[src/rtl/alu_arbiter_if.sv]
// Requester-side bundle for alu_arbiter: two valid/ready request ports
// and their one-cycle response ports.
interface alu_arbiter_if;
    logic        req0_valid;
    logic        req0_ready;
    logic [15:0] req0_a;
    logic [15:0] req0_b;
    logic [3:0]  req0_shift;
    logic [2:0]  req0_ctrl;
    logic        rsp0_valid;
    logic [15:0] rsp0_result;

    logic        req1_valid;
    logic        req1_ready;
    logic [15:0] req1_a;
    logic [15:0] req1_b;
    logic [3:0]  req1_shift;
    logic [2:0]  req1_ctrl;
    logic        rsp1_valid;
    logic [15:0] rsp1_result;
    logic [2:0]  rsp1_flags;

    modport master (
        output req0_valid, req0_a, req0_b, req0_shift, req0_ctrl,
        input  req0_ready, rsp0_valid, rsp0_result,
        output req1_valid, req1_a, req1_b, req1_shift, req1_ctrl,
        input  req1_ready, rsp1_valid, rsp1_result, rsp1_flags
    );

    modport slave (
        input  req0_valid, req0_a, req0_b, req0_shift, req0_ctrl,
        output req0_ready, rsp0_valid, rsp0_result,
        input  req1_valid, req1_a, req1_b, req1_shift, req1_ctrl,
        output req1_ready, rsp1_valid, rsp1_result, rsp1_flags
    );
endinterface

[src/rtl/alu_arbiter.sv]
// Shares one combinational ALU between the EX stage (port 0) and an auxiliary
// unit (port 1); owns the architectural [Z,V,N] flags.
module alu_arbiter #(
    parameter int unsigned STARVE_LIMIT = 3
) (
    input  logic         clk,
    input  logic         rst,
    input  logic         stall,
    alu_arbiter_if.slave bus,
    output logic [15:0]  alu_data_one,
    output logic [15:0]  alu_data_two,
    output logic [3:0]   alu_shift,
    output logic [2:0]   alu_control,
    input  logic [15:0]  alu_result,
    input  logic [2:0]   alu_flags,
    input  logic         alu_done,
    output logic [2:0]   flags_q
);
    localparam logic [3:0] LIMIT = 4'(STARVE_LIMIT);

    logic       grant0;
    logic       grant1;
    logic       can_grant;
    logic [3:0] starve_cnt;

    assign can_grant = !rst && !stall && alu_done;

    always_comb begin
        grant0 = 1'b0;
        grant1 = 1'b0;
        if (can_grant) begin
            grant1 = bus.req1_valid && (!bus.req0_valid || starve_cnt == LIMIT);
            grant0 = bus.req0_valid && !grant1;
        end
    end

    assign bus.req0_ready = grant0;
    assign bus.req1_ready = grant1;

    always_comb begin
        alu_data_one = '0;
        alu_data_two = '0;
        alu_shift    = '0;
        alu_control  = 3'b000;
        if (grant0) begin
            alu_data_one = bus.req0_a;
            alu_data_two = bus.req0_b;
            alu_shift    = bus.req0_shift;
            alu_control  = bus.req0_ctrl;
        end else if (grant1) begin
            alu_data_one = bus.req1_a;
            alu_data_two = bus.req1_b;
            alu_shift    = bus.req1_shift;
            alu_control  = bus.req1_ctrl;
        end
    end

    // Dropping req1_valid clears the count even during a stall; otherwise
    // stall / !alu_done freeze it.
    always_ff @(posedge clk) begin
        if (rst) begin
            starve_cnt <= '0;
        end else if (!bus.req1_valid || grant1) begin
            starve_cnt <= '0;
        end else if (!stall && alu_done && starve_cnt != LIMIT) begin
            starve_cnt <= starve_cnt + 4'd1;
        end
    end

    always_ff @(posedge clk) begin
        if (rst) begin
            bus.rsp0_valid  <= 1'b0;
            bus.rsp0_result <= '0;
            bus.rsp1_valid  <= 1'b0;
            bus.rsp1_result <= '0;
            bus.rsp1_flags  <= '0;
            flags_q         <= '0;
        end else begin
            bus.rsp0_valid <= grant0;
            bus.rsp1_valid <= grant1;
            if (grant0) begin
                bus.rsp0_result <= alu_result;
                // Shift opcodes (101..111) leave the architectural flags alone.
                if (bus.req0_ctrl <= 3'b100) begin
                    flags_q <= alu_flags;
                end
            end
            if (grant1) begin
                bus.rsp1_result <= alu_result;
                bus.rsp1_flags  <= alu_flags;
            end
        end
    end
endmodule

[src/flat_wrapper.sv]
// flat-port wrapper written by rule: the top's interface ports become plain ports
module alu_arbiter_flat 
#(
    parameter int unsigned STARVE_LIMIT = 3
)
  (clk, rst, stall, alu_data_one, alu_data_two, alu_shift, alu_control, alu_result, alu_flags, alu_done, flags_q, bus_req0_valid, bus_req0_a, bus_req0_b, bus_req0_shift, bus_req0_ctrl, bus_req0_ready, bus_rsp0_valid, bus_rsp0_result, bus_req1_valid, bus_req1_a, bus_req1_b, bus_req1_shift, bus_req1_ctrl, bus_req1_ready, bus_rsp1_valid, bus_rsp1_result, bus_rsp1_flags);
  alu_arbiter_if bus_i ();
  input  logic clk;
  input  logic rst;
  input  logic stall;
  output logic [15:0] alu_data_one;
  output logic [15:0] alu_data_two;
  output logic [3:0] alu_shift;
  output logic [2:0] alu_control;
  input  logic [15:0] alu_result;
  input  logic [2:0] alu_flags;
  input  logic alu_done;
  output logic [2:0] flags_q;
  input wire logic [$bits(bus_i.req0_valid)-1:0] bus_req0_valid;
  input wire logic [$bits(bus_i.req0_a)-1:0] bus_req0_a;
  input wire logic [$bits(bus_i.req0_b)-1:0] bus_req0_b;
  input wire logic [$bits(bus_i.req0_shift)-1:0] bus_req0_shift;
  input wire logic [$bits(bus_i.req0_ctrl)-1:0] bus_req0_ctrl;
  output wire logic [$bits(bus_i.req0_ready)-1:0] bus_req0_ready;
  output wire logic [$bits(bus_i.rsp0_valid)-1:0] bus_rsp0_valid;
  output wire logic [$bits(bus_i.rsp0_result)-1:0] bus_rsp0_result;
  input wire logic [$bits(bus_i.req1_valid)-1:0] bus_req1_valid;
  input wire logic [$bits(bus_i.req1_a)-1:0] bus_req1_a;
  input wire logic [$bits(bus_i.req1_b)-1:0] bus_req1_b;
  input wire logic [$bits(bus_i.req1_shift)-1:0] bus_req1_shift;
  input wire logic [$bits(bus_i.req1_ctrl)-1:0] bus_req1_ctrl;
  output wire logic [$bits(bus_i.req1_ready)-1:0] bus_req1_ready;
  output wire logic [$bits(bus_i.rsp1_valid)-1:0] bus_rsp1_valid;
  output wire logic [$bits(bus_i.rsp1_result)-1:0] bus_rsp1_result;
  output wire logic [$bits(bus_i.rsp1_flags)-1:0] bus_rsp1_flags;
  assign bus_i.req0_valid = bus_req0_valid;
  assign bus_i.req0_a = bus_req0_a;
  assign bus_i.req0_b = bus_req0_b;
  assign bus_i.req0_shift = bus_req0_shift;
  assign bus_i.req0_ctrl = bus_req0_ctrl;
  assign bus_req0_ready = bus_i.req0_ready;
  assign bus_rsp0_valid = bus_i.rsp0_valid;
  assign bus_rsp0_result = bus_i.rsp0_result;
  assign bus_i.req1_valid = bus_req1_valid;
  assign bus_i.req1_a = bus_req1_a;
  assign bus_i.req1_b = bus_req1_b;
  assign bus_i.req1_shift = bus_req1_shift;
  assign bus_i.req1_ctrl = bus_req1_ctrl;
  assign bus_req1_ready = bus_i.req1_ready;
  assign bus_rsp1_valid = bus_i.rsp1_valid;
  assign bus_rsp1_result = bus_i.rsp1_result;
  assign bus_rsp1_flags = bus_i.rsp1_flags;
  alu_arbiter #(.STARVE_LIMIT(STARVE_LIMIT)) u_core (.clk(clk), .rst(rst), .stall(stall), .bus(bus_i), .alu_data_one(alu_data_one), .alu_data_two(alu_data_two), .alu_shift(alu_shift), .alu_control(alu_control), .alu_result(alu_result), .alu_flags(alu_flags), .alu_done(alu_done), .flags_q(flags_q));
endmodule
[config.mk]
export PLATFORM = sky130hd
export DESIGN_NAME = alu_arbiter_flat
export DESIGN_NICKNAME = d
export VERILOG_FILES = /design/src/rtl/alu_arbiter_if.sv /design/src/rtl/alu_arbiter.sv /design/src/flat_wrapper.sv
export SDC_FILE = /design/constraint.sdc
export NUM_CORES = 1
export LEC_CHECK = 0
export CORE_ASPECT_RATIO = 0.8
export CORE_UTILIZATION = 36
export CTS_CLUSTER_DIAMETER = 60
export DETAILED_ROUTE_END_ITERATION = 8
export PLACE_DENSITY = 0.78
export SYNTH_ARGS = -nofsm -noshare
export SYNTH_HDL_FRONTEND = slang
export SYNTH_SLANG_ARGS = --single-unit
[constraint.sdc]
create_clock -name clk -period 2.2 [get_ports clk]
set_input_delay 0.44 -clock clk [delete_from_list [all_inputs] [get_ports clk]]
set_output_delay 0.44 -clock clk [all_outputs]
set_load 0.1 [all_outputs]
==> results of run 1 <==
==> state kept, by name, indices dropped and copies added (netlist names) <==
| register | cells |
|---|---|
| u_core.bus.rsp1_result | 16 |
| u_core.starve_cnt | 4 |
| u_core.bus.rsp1_flags | 3 |
| u_core.flags_q | 3 |
| u_core.bus.rsp0_valid | 1 |
| u_core.bus.rsp1_valid | 1 |
| u_core.bus.rsp0_result | 16 |
==> area by class of cell <==
type,count,area [sq um]
Multi-Input combinational cell,241,2120
Inverter,4,15.0
Timing Repair Buffer,223,2690
Clock inverter,2,35.0
Clock buffer,6,72.6
Fill cell,415,1110
Tap cell,87,109
Sequential cell,44,885
==> stage by stage <==
step,util,instance area [sq um]
5_1_grt,0.843,5920
3_5_place_dp,0.795,5580
6_report,0.843,5920
3_3_place_gp,0.795,5580
2_1_floorplan,-,3200
4_1_cts,0.838,5890
==> worst min-delay path by stage <==
stage | start | endpoint | cells after the start | slack, ps
floorplan | u_core.starve_cnt[1] | u_core.starve_cnt[1] | 2 | 480
global placement | u_core.flags_q[2] | u_core.flags_q[2] | 2 | 450
detailed placement | u_core.bus.rsp0_result[13] | u_core.bus.rsp0_result[13] | 2 | 470
CTS | u_core.bus.rsp0_result[13] | u_core.bus.rsp0_result[13] | 2 | 480
global route | u_core.flags_q[1] | u_core.flags_q[1] | 2 | 500
finish | u_core.flags_q[1] | u_core.flags_q[1] | 2 | 480
==> what timing repair did <==
action                                  CTS  global route
pin swaps                                30            16
buffers inserted                          5             0
cloned                                    4             1
endpoints found under the setup margin   41            40
gates resized for setup                  16             1
==> per-layer routing <==
| layer | vias up | track usage |
|---|---|---|
| li1 | 1600 | - |
| met3 | 15 | 0.0581 |
| met4 | 0 | 0.0657 |
| met5 | - | 0 |
| met2 | 149 | 0.526 |
| met1 | 1667 | 0.350 |
==> kinds of logic (layout without fill, tap and decap cells) <==
group / after synthesis / in the layout / share of synthesized area
simple gates: 98 / 98 / 0.209
flops: 44 / 44 / 0.330
buf+inv: 46 / 235 / 0.0731
mux: 20 / 20 / 0.109
compound gates: 122 / 122 / 0.274
fa+ha+maj: 1 / 1 / 0.00469
==> cells in the final DEF, fill, tap and decap left out, types with 2 or more instances in the layout <==
cell type	instances
nor4bb_4	2
dlygate4sd2_1	5
nor2b_1	20
o211ai_1	39
mux2_4	18
a21oi_4	39
o21ai_1	9
buf_6	3
a21oi_1	16
o311ai_1	2
nand4_1	3
dfxtp_2	3
a211oi_1	3
clkdlybuf4s50_1	97
o21ai_0	11
or3_1	2
clkbuf_8	5
buf_12	52
nand3_2	2
nand2_1	4
buf_16	3
buf_4	61
dfxtp_1	41
nand2b_1	2
nand3_1	54
inv_2	3
==> tightest hold or removal path: cells and delay by family, from the launching register on <==
| family | cells | cell delay [ps] |
|---|---|---|
| flops | 1 | 320 |
| simple gates | 1 | 50 |
| compound gates | 1 | 70 |
==> power by group through the flow <==
stage               Sequential [mW]  Combinational [mW]  Clock (mW)
floorplan                     0.955               0.336           0
global placement              0.839               0.803           0
detailed placement            0.839               0.815           0
CTS                           0.821               0.833       0.618
global route                  0.823               0.867       0.652
finish                        0.821               0.836       0.611
==> out/metrics.cfg, run 1 <==
[outcome]
outcome=finished with violations
violations=design-rule violations, negative setup slack

[setup_path]
r2r_slack_ps=310
cp_max_fo=10
cpPeakStageDelay_ps=360
crit_end=alu_data_two[11]
crit_path_start=u_core.starve_cnt[0]
cp_cell_sequence=ha_4 > nor3b_4 > buf_12 > buf_12 > o211ai_1 > a21oi_4 > buf_12
path_depth=7
reg2reg_to=u_core.bus.rsp1_result[9]
cp.required_ps=1760
crit_buf_inv=3
ff2ff_path_depth=7
critPathKind=flip-flop to primary output
cpMaxStageDelayCell=dfxtp_2
rr_startpoint=u_core.starve_cnt[0]
critPathLaunchType=flip-flop
cp-end-kind=primary output
crit_family=buffers and inverters
crit_top_cell=buf_12
arrival_ps=1910

[timing]
period_share=1.07
fin_skew_ps=8.40
whs_ps=478
worstMarginPinSlew_ps=456
rsz0062_at_grt=true
setup_tns_ps=-3220
hold_viol=0
fmax_mhz=426
maxSlewHeadroom=0.693
finalWorstSetupSlack_ps=-147
period_needed_ps=2350
setup_violations=39
slew_viol_final=0

[placement]
place_congestion=0.816
place_inst=589
place_ws_ps=-185
place.port_buffers=183
dpl.hpwl_mm=7.98

[yosys]
syn_nets=435
ys_warn_count=0
synth_common_cells=nand3_1 (56), a21oi_1 (55), dfxtp_1 (44), o211ai_1 (39), clkbuf_1 (32)
synth_cell_types=34
avgSynthCellArea_sq_um=8.06
synthCells=331
ys.flop_type=dfxtp_1
yosysMostFrequentCell=nand3_1
yosysTopAreaCell=dfxtp_1
synth-edff-count=0
yosysTopAreaCellShare=0.330
synth.area.top_cells=dfxtp_1 (33%), o211ai_1 (11%), nand3_1 (11%)
syn-cell-area_sq_um=2670
ys_seq_area_frac=0.330
ys_ff_latch=44
async_flop_share=0

[job]
maxCapViolations=0

[power]
swShare=0.334
p_leak_nw=2.23
comb_power_share=0.369
powerDensity_nw_per_um2=383
clockPowerShare=0.269
seqPwrFrac=0.362
fin_total_pwr_mw=2.27
switching_power_mw=0.758
vdd_drop_max_mv=0.306
p_int_mw=1.51

[die]
io_pins=184
die_x_um=98.3
die_area_sq_um=7760
die_y_um=79.0
core-area_sq_um=7030
rows=27
start_util=0.380

[detailed_routing]
firstDrtPassIters=9
top_layer=met4
vias=3431
post_drt_wl_per_cell_um=18.8
drt_iter0_markers=146
via_per_inst=5.65
ant_nets=0
wl_met3_um=794
wl_met2_mm=5.79
wirelength_mm=11.4
drt-met1-wl_mm=4.69
drc=12

[layout]
drive_gt1_frac=0.387
syn2layout_area_growth_pct=122
antenna_cells=0
stdcell_count=607
nNetsFinal=623

[clock_tree]
cts_num_sinks=44
clkTransAtPathRegs_ps=80
cts_buffer_depth=2
cts_hold_buf=0
insertion_delay_ps=310
htreeDepth=2
cts_buffers=5
cts_tree=done
clockRootBuffer=clkbuf_8

[global_route]
grt_pass1_wl_mm=17.7
grt_pass1_vias=3415
grt_max_degree=39
grt_overflow=0
antenna_found_initial=0
grt_usage=0.288

[hold_path]
hp-class=flip-flop to flip-flop

Note: power is estimated with default switching activity, not from simulation.
==> run 2, diff against run 1 <==
--- a/config.mk
+++ b/config.mk
@@ -9,6 +9,7 @@
 export CORE_UTILIZATION = 36
 export CTS_CLUSTER_DIAMETER = 60
 export DETAILED_ROUTE_END_ITERATION = 8
+export MAX_ROUTING_LAYER = met4
 export PLACE_DENSITY = 0.78
 export SYNTH_ARGS = -nofsm -noshare
 export SYNTH_HDL_FRONTEND = slang
==> run 2 against run 1 <==
The flow still finishes with violations (design-rule violations, negative setup slack). Highest routed layer unchanged. Fmax barely moved. Routed wire length decreased by 0.52%. Clock skew is essentially flat. Clock-buffer cell count unchanged. Sequential share of layout area unchanged. First-iteration DRC count up 24%. Critical path type unchanged.
==> out/metrics.cfg, run 2 (synthesis results as in run 1) <==
[timing]
fmax_mhz=426
period_share=1.07
finalWorstSetupSlack_ps=-150
worstMarginPinSlew_ps=469
maxSlewHeadroom=0.684
fin_skew_ps=8.60
setup_tns_ps=-3020
rsz0062_at_grt=true
period_needed_ps=2350
setup_violations=39
hold_viol=0
slew_viol_final=0

[layout]
layout_commonest_cell=clkdlybuf4s50_1
nNetsFinal=623
drive_gt1_frac=0.387
top_regs=u_core.bus.rsp0_result x16, u_core.bus.rsp1_result x16, u_core.starve_cnt x4
fill_cells=415
final_util=0.843
multi_input_area_sq_um=2120
regArea_sq_um=885
final_cell_mix=clkdlybuf4s50_1 (97), buf_4 (61), nand3_1 (54), buf_12 (52), dfxtp_1 (41)
syn2layout_area_growth_pct=122
antenna_cells=0

[die]
start_util=0.380
die_x_um=98.3
die_y_um=79.0
io_pins=184
core-area_sq_um=7030
die_area_sq_um=7760
rows=27

[detailed_routing]
wirelength_mm=11.4
ant_nets=0
post_drt_wl_per_cell_um=18.7
via_per_inst=5.56
vias=3377
drc=12
drt_iter0_markers=181
firstDrtPassIters=9

[setup_path]
cp_max_fo=10
rr_startpoint=u_core.starve_cnt[0]
critPathKind=flip-flop to primary output
cp.required_ps=1760
critPathLaunchType=flip-flop
cp-end-kind=primary output
crit_path_start=u_core.starve_cnt[0]
arrival_ps=1910
r2r_slack_ps=310

[global_route]
grt_usage=0.295
grt_max_degree=39
grt_pass1_vias=3431
grt_pass1_wl_mm=17.7
antenna_found_initial=0
grt_overflow=0

[placement]
place.port_buffers=183
place_congestion=0.828
place_ws_ps=-185
dpl.hpwl_mm=7.98

[clock_tree]
cts_buffer_depth=2
cts_tree=done
insertion_delay_ps=300
cts_num_sinks=44
cts_buffers=5
clkTransAtPathRegs_ps=80
htreeDepth=2
cts_hold_buf=0
clockRootBuffer=clkbuf_8

[hold_path]
hold_start=u_core.flags_q[1]
hp-class=flip-flop to flip-flop

[job]
maxCapViolations=0

[power]
powerDensity_nw_per_um2=382
p_leak_nw=2.23
fin_total_pwr_mw=2.26
vdd_drop_max_mv=0.306

[outcome]
outcome=finished with violations
violations=design-rule violations, negative setup slack

-- run 2: cell counts in the layout (fill, tap and decap cells not counted) --
Identical to the previous run, type by type.
-- run 2: final cells by class --
class | instances | area share
clock buffer | 6 | 0.0123
clock inverter | 2 | 0.00592
inverter | 4 | 0.00254
multi-input combinational | 241 | 0.358
sequential | 44 | 0.149
tap | 87 | 0.0184
timing repair buffer | 223 | 0.454
-- run 2: where the power goes --
part,switching [mW],leakage [nW],internal [mW]
clock,0.265,0.0552,0.337
sequential,0.00849,0.358,0.813
combinational,0.476,1.82,0.360
-- run 2: routing by layer --
| metal | track usage | wire (um) | part of all wire | up-vias |
|---|---|---|---|---|
| met4 | 0.0716 | 163 | 0.014 | 0 |
| met1 | 0.354 | 4810 | 0.42 | 1624 |
| met3 | 0.0449 | 712 | 0.063 | 14 |
| met2 | 0.524 | 5690 | 0.50 | 136 |
| li1 | - | - | - | 1603 |
| met5 | - | 0 | 0 | - |
-- run 2: worst max-delay path, stage by stage, from the launching register on --
cell	delay, ps
dfxtp_2	360
ha_4	140
nor3b_4	230
buf_12	170
buf_12	140
o211ai_1	180
a21oi_4	210
buf_12	190
-- run 2: metrics by stage --
stage / hold slack [ps] / std cells / cell area, sq um
after floorplan: 478 / 331 / 3200
after global placement: 453 / 589 / 5580
after detailed placement: 469 / 589 / 5580
after CTS: 481 / 606 / 5890
after global routing: 503 / 607 / 5920
final: 477 / 607 / 5920
-- run 2: what timing repair did --
| item | CTS | global route |
|---|---|---|
| setup endpoints to repair | 41 | 40 |
| gates resized for setup | 16 | 1 |
| cloned | 4 | 1 |
| pin swaps | 30 | 16 |
| setup buffers | 5 | 0 |
-- run 2: path summary, 6_finish.rpt --
path / endpoint / cells after the start
min: u_core.flags_q[1] / 2
min reg2reg: u_core.flags_q[1] / 2
max: alu_data_two[11] / 7
max reg2reg: u_core.bus.rsp1_result[9] / 7
